[src/rtl/fetch_sequencer.sv]
// Fetch-stage sequencer: owns the PC, drives the external PC+PC_INC adder,
// issues one outstanding instruction-memory request at a time and hands
// fetched instructions to decode under stall back-pressure. Taken branches
// redirect the PC and squash any fetch already in flight.
module fetch_sequencer #(
    parameter int unsigned          WORD     = 64,
    parameter logic [WORD-1:0]      RESET_PC = '0,
    parameter logic [WORD-1:0]      PC_INC   = WORD'(4)
) (
    input  logic            clk,
    input  logic            reset,
    input  logic            enable,
    output logic [WORD-1:0] adder_a,
    output logic [WORD-1:0] adder_b,
    input  logic [WORD-1:0] adder_sum,
    output logic            imem_req,
    output logic [WORD-1:0] imem_addr,
    input  logic            imem_ready,
    input  logic            imem_rvalid,
    input  logic [31:0]     imem_rdata,
    input  logic            branch_taken,
    input  logic [WORD-1:0] branch_target,
    input  logic            stall,
    output logic            inst_valid,
    output logic [31:0]     inst_out,
    output logic [WORD-1:0] inst_pc
);

    localparam logic [1:0] S_IDLE = 2'd0;
    localparam logic [1:0] S_REQ  = 2'd1;
    localparam logic [1:0] S_WAIT = 2'd2;
    localparam logic [1:0] S_HOLD = 2'd3;

    logic [1:0]      state_q,  state_d;
    logic [WORD-1:0] pc_q,     pc_d;
    logic            squash_q, squash_d;
    logic            valid_q,  valid_d;
    logic [31:0]     inst_q,   inst_d;
    logic [WORD-1:0] ipc_q,    ipc_d;

    assign adder_a    = pc_q;
    assign adder_b    = PC_INC;
    assign imem_addr  = pc_q;
    assign imem_req   = (state_q == S_REQ);
    assign inst_valid = valid_q;
    assign inst_out   = inst_q;
    assign inst_pc    = ipc_q;

    // Next-state logic; a taken branch overrides every normal transition.
    always_comb begin
        state_d  = state_q;
        pc_d     = pc_q;
        squash_d = squash_q;
        valid_d  = valid_q;
        inst_d   = inst_q;
        ipc_d    = ipc_q;
        if (branch_taken) begin
            pc_d    = branch_target;
            valid_d = 1'b0;
            case (state_q)
                S_IDLE: state_d = enable ? S_REQ : S_IDLE;
                S_REQ: begin
                    // An accepted old request must still be drained, so mark it squashed.
                    if (imem_ready) begin
                        state_d  = S_WAIT;
                        squash_d = 1'b1;
                    end
                end
                S_WAIT: begin
                    if (imem_rvalid) begin
                        squash_d = 1'b0;
                        state_d  = S_REQ;
                    end else begin
                        squash_d = 1'b1;
                    end
                end
                default: state_d = S_REQ;
            endcase
        end else begin
            case (state_q)
                S_IDLE: begin
                    if (enable) state_d = S_REQ;
                end
                S_REQ: begin
                    if (imem_ready) state_d = S_WAIT;
                end
                S_WAIT: begin
                    if (imem_rvalid) begin
                        if (squash_q) begin
                            squash_d = 1'b0;
                            state_d  = S_REQ;
                        end else begin
                            inst_d  = imem_rdata;
                            ipc_d   = pc_q;
                            valid_d = 1'b1;
                            pc_d    = adder_sum;
                            state_d = S_HOLD;
                        end
                    end
                end
                default: begin
                    if (!stall) begin
                        valid_d = 1'b0;
                        state_d = enable ? S_REQ : S_IDLE;
                    end
                end
            endcase
        end
    end

    // State and datapath registers with asynchronous reset.
    always_ff @(posedge clk or posedge reset) begin
        if (reset) begin
            state_q  <= S_IDLE;
            pc_q     <= RESET_PC;
            squash_q <= 1'b0;
            valid_q  <= 1'b0;
            inst_q   <= '0;
            ipc_q    <= '0;
        end else begin
            state_q  <= state_d;
            pc_q     <= pc_d;
            squash_q <= squash_d;
            valid_q  <= valid_d;
            inst_q   <= inst_d;
            ipc_q    <= ipc_d;
        end
    end

endmodule
[config.mk]
export PLATFORM = sky130hd
export DESIGN_NAME = fetch_sequencer
export DESIGN_NICKNAME = d
export VERILOG_FILES = /design/src/rtl/fetch_sequencer.sv
export SDC_FILE = /design/constraint.sdc
export NUM_CORES = 1
export LEC_CHECK = 0
export ABC_AREA = 1
export CAP_MARGIN = 10
export CORE_AREA = 3 3 177 179
export DETAILED_ROUTE_END_ITERATION = 10
export DIE_AREA = 0 0 180 182
export PLACE_DENSITY = 0.63
export SKIP_LAST_GASP = 1
export SLEW_MARGIN = 40
export SYNTH_ARGS = -nofsm -noshare
export SYNTH_HDL_FRONTEND = slang
export SYNTH_SLANG_ARGS = --single-unit
[constraint.sdc]
create_clock -name clk -period 5.6 [get_ports clk]
set_input_delay 1.4 -clock clk [delete_from_list [all_inputs] [get_ports clk]]
set_output_delay 1.4 -clock clk [all_outputs]
set_load 0.01 [all_outputs]
-- Word-level counts from Yosys, hierarchy flattened
Cells that the tools add are included.
W data, S select, Z words.
- flip-flop bits (word level): 164
- input port bits: 167
- output and inout bits: 290
- equality and inequality tests: 11
- muxes and demuxes: 25
- bitwise operators: 2
- reductions and logical operators: 10
- operator list (operator ; count):
    $mux W64 ; 4
    $mux W2 ; 7
    $ne A3 B3 Y1 const B ; 4
    $pmux W2 S3 ; 2
    $reduce_and A4 Y1 ; 3
    $mux W1 ; 10
    $reduce_and A3 Y1 ; 2
    $reduce_bool A2 Y1 ; 3
    $ne A5 B3 Y1 const B ; 1
    $ne A2 B2 Y1 const B ; 2
    $pmux W1 S2 ; 2
    $ne A3 B2 Y1 const B ; 1
    $eq A2 B1 Y1 const B ; 1
    $eq A2 B2 Y1 const B ; 1
    $logic_not A2 Y1 ; 1
    $ne A2 B1 Y1 const B ; 1
    $not A1 Y1 ; 2
    $reduce_or A2 Y1 ; 1

-- Logic depth before layout (Yosys ltp)
Gate-level depths: netlist (run 1).
- depth after elaboration: 4
- gate-level depth with buffers: 9
- gate-level depth less buffers: 9

-- Least setup slack after synthesis (run 1)
Ideal clock, no wire load.
- path type: input-to-reg
- start: in branch_taken
- end: reg ipc_q[43], in the netlist inst_pc[43]
- library setup time: 0.118 ns
- arrival: 2.339 ns
- data required time: 5.482 ns
- slack: 3.144 ns
- stages on the path: 6
- path through: buf_2 > or3_4 > buf_6 > buf_6 > nand2_1 > o21ai_2
- word-level cells in the longest chain between the ends: 2
- RTL lines (item ; RTL line ; source):
    from (decl) ; 21 ; input logic branch_taken,
    $not A1 Y1 (no line) ; n/a ;
    $reduce_and A4 Y1 (no line) ; n/a ;
    to (signal assigned) ; 126 ; ipc_q <= ipc_d;
    to (decl) ; 39 ; logic [WORD-1:0] ipc_q, ipc_d;
No other way between the ends.
A chain may end at the register's enable or synchronous reset.

-- Worst setup path in the final report (run 1)
- start: reg state_q[1]
- end: out imem_req
- word-level cells in the longest chain between the ends: 1
- RTL lines (item ; RTL line ; source):
    from (decl) ; 34 ; logic [1:0] state_q, state_d;
    from (signal assigned) ; 121 ; state_q <= state_d;
    $eq A2 B1 Y1 ; 44 ; assign imem_req = (state_q == S_REQ);
    to (decl) ; 16 ; output logic imem_req,
No other way between the ends.

==> qor.csv, run 1 <==
metric;value;unit
drt.antenna.violating_nets;0;
vdd_ir_drop_max;0.206;mV
cts_tree;yes;
yosysUniqueCellTypes;20;
fmax;308;MHz
std_cell_rows;63;
synthSimpleGateAreaFrac;15.1;%
maxSlewViolCount;0;
fin_ws;2350;ps
p_leak;5.81;nW
power_density;415;nW/um^2
ys_seq_elements;164;
grt_pass1_vias;6806;
place_inst;1629;
muxShareOfSynthArea;0;%
swShare;34.7;%
relSlewSlack;49.2;%
worstSkewPairLatency;420;ps
end_kind;output pin;
fp.dieH;182;um
synth_xor_area_share;0;%
postSynthCellCount;956;
fin_crit;3250;ps
drt_first_pass_iters;6;
die_x;180;um
numCtsBuffers;17;
post-place-ws;1890;ps
cts_root_buffer;clkbuf_16;
maxCapViolations;0;
combPwrFrac;41.1;%
grt_pass1_wl;40500;um
pin_count;457;
port_buffers;392;
met3RoutedLength;1470;um
p_seq_share;36.2;%
status;completed;
crit_slowest_cell;clkdlybuf4s50_1;
routabilityCongestion;0.853;
drc;0;
fin_setup_tns;0;ps
synth_flop_cell;dfrtp_1;
grt-ovfl-total;0;
worstMarginPinSlew;762;ps
start_util;28.3;%
crit_type;reg -> out;
p_int;3.37;mW
areaGrowthSynthToFinish;47.7;%
setup.worst_path.start_class;register;
path_clk_slew;70;ps
crit_fanout;5;
wirelength;26300;um
post-route-period-util;58.0;%
fin_util;41.9;%
grt_start_max_net_pins;129;
vias_per_cell;4.19;
fp.coreArea;29700;um^2
synth-adder-area-share;1.04;%
min_path_cells;2;
r2r_cells;7;
final_nets;1432;
ctsResizeCount;0;
drt-initial-drc-count;282;
hold_end;inst_pc[42];
netlist_area;8420;um^2
clkPwrFrac;22.7;%
yosysSeqAreaShare;48.7;%
reg2reg_from;state_q[0];
wl_met2;13400;um
clk_path_buf_depth;2;
synthArstFlopShare;100;%
ys_warn_count;0;
antenna_found_initial;2;
r2r-end;inst_pc[60];
synth_edf_count;0;
reg2reg_setup_slack;3070;ps
cpPeakStageDelay;570;ps
dr_total_vias;6958;
syn_area_per_cell;8.81;um^2
ctsHoldBuffers;0;
fin_skew;14.4;ps
wl_per_cell;15.8;um
final_cell_count_no_fill;1662;
synth_compound_area_share;14.5;%
highest_layer;met4;
fillers;2977;
dp_hpwl;19200;um
setup_viol;0;
worstHoldPathType;reg -> reg;
ctsHtreeMaxLevel;4;
required;4200;ps
track_usage;15.7;%
rsz0062_at_grt;no;
cts_setup_buffers;0;
path_cells;inv_1 -> ha_1 -> clkdlybuf4s50_1;
crit_arrival;1850;ps
dieArea;32800;um^2
met1_length;11000;um
min_from;inst_pc[42];
switchingPower;1.79;mW
final-hold-violation-count;0;
synth_top_family_by_area;buffers and inverters;
clock_sinks;164;
drive_gt1_share;10.2;%
## worst max-delay path: cells and delay by family, from the launching register on
kind	cells	cell delay, ps
flip-flops	1	440
adder cells (fa/ha/maj)	1	260
buffers and inverters	2	730
## layout make-up
type | count | area (um^2) | area share, %
Antenna cell | 1 | 2.50 | 0.0201
Clock buffer | 18 | 429 | 3.45
Clock inverter | 14 | 143 | 1.15
Inverter | 108 | 409 | 3.29
Multi-Input combinational cell | 568 | 2840 | 22.8
Sequential cell | 164 | 4100 | 33.0
Tap cell | 390 | 488 | 3.92
Timing Repair Buffer | 399 | 4030 | 32.4
## power groups by stage
stage / logic (mW) / clock network, mW / registers [mW]
3_3_place_gp: 2.13 / 0 / 1.88
6_report: 2.12 / 1.17 / 1.86
4_1_cts: 2.16 / 1.21 / 1.87
3_5_place_dp: 2.15 / 0 / 1.89
5_1_grt: 2.30 / 1.26 / 1.92
2_1_floorplan: 0.877 / 0 / 2.01
## metal layers
layer / GRT usage, % / vias up
li1: - / 3411
met3: 3.33 / 22
met5: 0 / -
met4: 4.55 / 0
met2: 27.5 / 276
met1: 19.4 / 3249
## Yosys cell counts, types with 2 or more instances
library cell | n | area [um^2]
o21ai_2 | 86 | 753
inv_1 | 107 | 402
nand3_1 | 9 | 45.0
a31oi_1 | 64 | 400
buf_2 | 19 | 95.1
clkbuf_1 | 10 | 37.5
nor2_1 | 68 | 255
buf_4 | 128 | 961
conb_1 | 2 | 7.51
dfrtp_1 | 164 | 4100
nand2_1 | 253 | 950
o21ai_0 | 3 | 15.0
ha_1 | 7 | 87.6
buf_6 | 20 | 225
o21ai_1 | 11 | 55.1
## cell families (layout without fill, tap and decap cells)
| logic type | Yosys count | in the layout |
|---|---|---|
| AO/OA/AOI/OAI | 164 | 164 |
| adder cells (fa/ha/maj) | 7 | 7 |
| buffers and inverters | 286 | 539 |
| flip-flops | 164 | 164 |
| other | 2 | 65 |
| AND/OR/NAND/NOR | 333 | 333 |
## through the flow
| stage | total power [mW] | hold slack, ps | cell area [um^2] |
|---|---|---|---|
| floorplan | 2.88 | 508 | 8660 |
| global placement | 4.01 | 462 | 11800 |
| detailed placement | 4.05 | 467 | 11900 |
| CTS | 5.25 | 484 | 12400 |
| global route | 5.48 | 499 | 12400 |
| finish | 5.16 | 480 | 12400 |
## worst max-delay path by stage
stage,from,endpoint,slack (ps),cells past startpoint
after detailed placement,branch_taken,inst_pc[60],1890,5
after global routing,branch_taken,inst_pc[60],2150,5
final,state_q[1],imem_req,2350,3
after floorplan,reset,adder_a[0],2120,1
after global placement,branch_taken,inst_pc[58],1900,5
after CTS,state_q[1],imem_req,2320,3
## flip-flops by register name, indices dropped and copies added, names as in the netlist
register    count
adder_a        64
inst_valid      1
state_q         2
inst_out       32
squash_q        1
inst_pc        64
## placed cells by master (no fill, tap or decap), drive strengths merged, types with 7 or more instances in the layout
cell type and n:
buf 8, inv 114, a31oi 64, clkdlybuf4s50 391, nand2 253, o21ai 100, clkbuf 18, nand3 9
ha 7, conb 64, nor2 68, dfrtp 164
Note: power is estimated with default switching activity, not from simulation.
==> inputs of run 2 (changes only) <==
CORE_AREA = 3 3 178 180   (was 3 3 177 179)
DIE_AREA = 0 0 181 183   (was 0 0 180 182)
PLACE_DENSITY = 0.6   (was 0.63)
clock period = 3.1 ns   (was 5.6 ns; I/O delays follow)
==> qor.csv, run 2 (synthesis gave the netlist of run 1 again) <==
metric;value;unit;change
start_util;27.8;%;was 28.3%
fp.coreArea;30300;um^2;was 29700 um^2
grt_pass1_vias;6532;;was 6806
cts_root_buffer;clkbuf_16;;unchanged
min_from;inst_pc[15];;was inst_pc[42]
clk_path_buf_depth;2;;unchanged
std_cell_rows;64;;was 63
routabilityCongestion;0.855;;was 0.853
maxSlewViolCount;0;;unchanged
cts_tree;yes;;unchanged
fp.dieH;183;um;was 182 um
switchingPower;3.28;mW;was 1.79 mW
drc;0;;unchanged
drt-initial-drc-count;344;;was 282
r2r-end;inst_out[5];;was inst_pc[60]
drive_gt1_share;10.4;%;was 10.2%
p_leak;5.84;nW;was 5.81 nW
dp_hpwl;19400;um;was 19200 um
antenna_cells;0;;was 1
worstHoldPathType;reg -> reg;;unchanged
vias_per_cell;4.09;;was 4.19
fin_skew;13.3;ps;was 14.4 ps
wirelength;26200;um;was 26300 um
vdd_ir_drop_max;0.339;mV;was 0.206 mV
setup_viol;0;;unchanged
clkPwrFrac;22.8;%;was 22.7%
dr_total_vias;6823;;was 6958
worstSkewPairLatency;420;ps;about the same
fillers;3053;;was 2977
grt-ovfl-total;0;;unchanged
layout.area.seq;4100;um^2;unchanged
final_cell_mix;391 x clkdlybuf4s50_1, 253 x nand2_1, 164 x dfrtp_1, 106 x inv_1, 86 x o21ai_2;;unchanged
relSlewSlack;59.6;%;was 49.2%
numCtsBuffers;17;;unchanged
p_int;6.06;mW;was 3.37 mW
ctsResizeCount;0;;unchanged
reg2reg_from;state_q[0];;unchanged
power_density;748;nW/um^2;was 415 nW/um^2
swShare;35.1;%;was 34.7%
antenna_found_initial;1;;was 2
maxCapViolations;0;;unchanged
reg2reg_setup_slack;790;ps;was 3070 ps
final-hold-violation-count;0;;unchanged
fin_setup_tns;0;ps;unchanged
drt_first_pass_iters;5;;was 6
clock_sinks;164;;unchanged
combPwrFrac;41.1;%;about the same
final_common_cell;clkdlybuf4s50_1;;unchanged
min_path_cells;2;;unchanged
path_clk_slew;70;ps;about the same
fin_crit;2670;ps;
drt.antenna.violating_nets;0;;unchanged
ctsHtreeMaxLevel;4;;unchanged
rsz0062_at_grt;no;;unchanged
dieArea;33100;um^2;was 32800 um^2
fmax;375;MHz;
required;2320;ps;was 4200 ps
post-route-period-util;86.0;%;
status;completed;;unchanged
multi_input_area;2840;um^2;unchanged
p_seq_share;36.0;%;was 36.2%
setup.worst_path.start_class;register;;unchanged
port_buffers;392;;unchanged
final_nets;1434;;was 1432
ctsHoldBuffers;0;;unchanged
end_kind;output pin;;unchanged
hold_end;inst_pc[15];;was inst_pc[42]
grt_start_max_net_pins;129;;unchanged
grt_pass1_wl;40100;um;was 40500 um
wl_per_cell;15.7;um;was 15.8 um
finalPower;9.35;mW;was 5.16 mW
crit_arrival;1890;ps;was 1850 ps
crit_type;reg -> out;;unchanged
pin_count;457;;unchanged
die_x;181;um;was 180 um
cts_setup_buffers;0;;unchanged
track_usage;15.3;%;was 15.7%
crit_fanout;5;;unchanged
areaGrowthSynthToFinish;48.4;%;was 47.7%
worstMarginPinSlew;607;ps;was 762 ps
r2r_cells;8;;was 7
run 2: metal layers:
layer  up-vias  GRT usage [%]  routed length [um]
li1       3401              -                   -
met1      3134           19.4               10800
met2       266           27.0               13500
met3        20           3.21                1540
met4         2           3.69                 350
met5         -              0                  13
run 2: cell type report:
cell class	count	area share, %
Clock inverter	14	1.26
Tap cell	396	3.96
Multi-Input combinational cell	568	22.7
Timing Repair Buffer	401	32.5
Inverter	108	3.27
Clock buffer	18	3.51
Sequential cell	164	32.8
run 2: power groups by stage:
stage,Clock (mW),Combinational [mW],Sequential [mW]
after floorplan,0,1.59,3.63
after global placement,0,3.85,3.40
after detailed placement,0,3.90,3.42
after CTS,2.22,3.90,3.38
after global routing,2.31,4.15,3.48
final,2.14,3.84,3.37
run 2: worst max-delay path by stage:
| stage | depth (start not counted) | start | endpoint |
|---|---|---|---|
| floorplan | 1 | reset | adder_a[0] |
| global placement | 6 | imem_rvalid | inst_pc[58] |
| detailed placement | 7 | imem_rvalid | inst_pc[61] |
| CTS | 3 | state_q[1] | imem_req |
| global route | 3 | state_q[1] | imem_req |
| finish | 3 | state_q[1] | imem_req |
run 2: worst max-delay path, stage by stage, from the launching register on:
cell and delay [ps]:
dfrtp_1 450, inv_1 170, ha_1 280, clkdlybuf4s50_1 580
run 2: metrics by stage:
| step | area (um^2) | std cells | util, % | hold WS [ps] | setup WS (ps) |
|---|---|---|---|---|---|
| floorplan | 8660 | 1018 | - | 508 | 240 |
| global placement | 11900 | 1636 | 39.1 | 464 | 462 |
| detailed placement | 11900 | 1637 | 39.2 | 467 | 403 |
| CTS | 12500 | 1669 | 41.2 | 485 | 396 |
| global route | 12500 | 1669 | 41.2 | 500 | 322 |
| finish | 12500 | 1669 | 41.2 | 481 | 433 |
==> inputs of run 3 (changes only) <==
CTS_CLUSTER_SIZE = 20   (was not set)
SLEW_MARGIN = 25   (was 40)
==> qor.csv, run 3 (synthesis gave the netlist of run 1 again) <==
metric;value;unit;change
ctsHtreeMaxLevel;4;;unchanged
clock_sinks;164;;unchanged
cpPeakStageDelay;580;ps;about the same
final-hold-violation-count;0;;unchanged
grt_start_max_net_pins;193;;was 129
cts_tree;yes;;unchanged
layout.area.seq;4100;um^2;unchanged
routabilityCongestion;0.855;;unchanged
vias_per_cell;4.10;;was 4.09
relSlewSlack;33.3;%;was 59.6%
die_x;181;um;unchanged
status;completed;;unchanged
fmax;373;MHz;was 375 MHz
final_nets;1433;;was 1434
fp.dieH;183;um;unchanged
post-route-period-util;86.4;%;was 86.0%
setup.worst_path.start_class;register;;unchanged
fin_skew;12.6;ps;was 13.3 ps
swShare;35.1;%;about the same
dieArea;33100;um^2;unchanged
drt-initial-drc-count;363;;was 344
grt_pass1_wl;39600;um;was 40100 um
p_int;6.06;mW;about the same
areaGrowthSynthToFinish;48.1;%;was 48.4%
grt-ovfl-total;0;;unchanged
pin_count;457;;unchanged
setup_viol;0;;unchanged
p_seq_share;36.1;%;was 36.0%
crit_arrival;1900;ps;was 1890 ps
cts_setup_buffers;0;;unchanged
wl_per_cell;15.7;um;about the same
ctsResizeCount;0;;unchanged
critPathTopFamily;buffers and inverters;;unchanged
r2r-end;inst_out[30];;was inst_out[5]
fin_setup_tns;0;ps;unchanged
min_from;inst_pc[15];;unchanged
drt_first_pass_iters;4;;was 5
fin_area;12500;um^2;about the same
required;2320;ps;about the same
combPwrFrac;41.0;%;was 41.1%
crit_type;reg -> out;;unchanged
ctsHoldBuffers;0;;unchanged
switchingPower;3.28;mW;about the same
hold_end;inst_pc[15];;unchanged
dr_total_vias;6841;;was 6823
clk_path_buf_depth;2;;unchanged
place_inst;1636;;was 1637
finalPower;9.34;mW;was 9.35 mW
grt_pass1_vias;6561;;was 6532
drt.antenna.violating_nets;0;;unchanged
cts_root_buffer;clkbuf_16;;unchanged
clkPwrFrac;22.9;%;was 22.8%
start_util;27.8;%;unchanged
track_usage;15.2;%;was 15.3%
worstHoldPathType;reg -> reg;;unchanged
rsz0062_at_grt;no;;unchanged
dp_hpwl;19200;um;was 19400 um
worstMarginPinSlew;1000;ps;was 607 ps
end_kind;output pin;;unchanged
port_buffers;392;;unchanged
maxSlewViolCount;0;;unchanged
min_path_cells;2;;unchanged
crit_buf_inv;2;;unchanged
fin_crit;2680;ps;was 2670 ps
worstSkewPairLatency;420;ps;about the same
path_cells;inv_1 -> ha_1 -> clkdlybuf4s50_1;;unchanged
p_leak;5.83;nW;was 5.84 nW
fp.coreArea;30300;um^2;unchanged
numCtsBuffers;17;;unchanged
reg2reg_setup_slack;830;ps;was 790 ps
antenna_found_initial;1;;unchanged
final_cell_mix;391 x clkdlybuf4s50_1, 253 x nand2_1, 164 x dfrtp_1, 106 x inv_1, 86 x o21ai_2;;unchanged
std_cell_rows;64;;unchanged
fillers;3041;;was 3053
wirelength;26100;um;was 26200 um
power_density;749;nW/um^2;was 748 nW/um^2
reg2reg_from;state_q[0];;unchanged
final_cell_count_no_fill;1668;;was 1669
antenna_cells;0;;unchanged
path_clk_slew;70;ps;about the same
final_common_cell;clkdlybuf4s50_1;;unchanged
drive_gt1_share;10.4;%;about the same
maxCapViolations;0;;unchanged
multi_input_area;2840;um^2;unchanged
r2r_cells;7;;was 8
crit_fanout;5;;unchanged
vdd_ir_drop_max;0.315;mV;was 0.339 mV
drc;0;;unchanged
placed_area;11900;um^2;about the same
crit_slowest_cell;clkdlybuf4s50_1;;unchanged
-- run 3: through the flow --
step	setup slack, ps	hold slack [ps]	utilization, %
floorplan	240	508	-
global placement	462	464	39.1
detailed placement	457	467	39.1
CTS	397	486	41.1
global route	326	503	41.1
finish	422	481	41.1
-- run 3: worst register-to-register path: stages (launching register included) --
cell and delay, ps:
dfrtp_1 460, inv_1 130, ha_1 250, nand2_1 150, or3_4 160, buf_12 680, nand2_1 280, o21ai_2 90
-- run 3: metal layers --
layer,global-route usage (%),up-vias,wire (um)
met3,3.21,26,1430
met4,4.48,2,456
met1,19.0,3162,10900
li1,-,3402,-
met2,26.6,249,13300
met5,0,-,13
-- run 3: area by class of cell --
type	instances	area share, %
inverters	108	3.28
repair buffers	400	32.3
multi-input cells	568	22.7
well taps	396	3.97
clock buffers	18	3.52
clock inverters	14	1.28
flip-flops and latches	164	32.9
-- run 3: worst max-delay path by stage --
| stage | from | to | slack (ps) | cells past startpoint |
|---|---|---|---|---|
| after floorplan | reset | adder_a[0] | 240 | 1 |
| after global placement | imem_rvalid | inst_pc[58] | 460 | 6 |
| after detailed placement | imem_rvalid | inst_pc[56] | 460 | 6 |
| after CTS | state_q[1] | imem_req | 400 | 3 |
| after global routing | state_q[1] | imem_req | 330 | 3 |
| final | state_q[1] | imem_req | 420 | 3 |
-- run 3: power by group through the flow --
stage / registers, mW / clock network (mW) / logic [mW]
5_1_grt: 3.48 / 2.32 / 4.15
6_report: 3.37 / 2.14 / 3.83
3_3_place_gp: 3.40 / 0 / 3.85
2_1_floorplan: 3.63 / 0 / 1.59
4_1_cts: 3.38 / 2.24 / 3.90
3_5_place_dp: 3.42 / 0 / 3.89
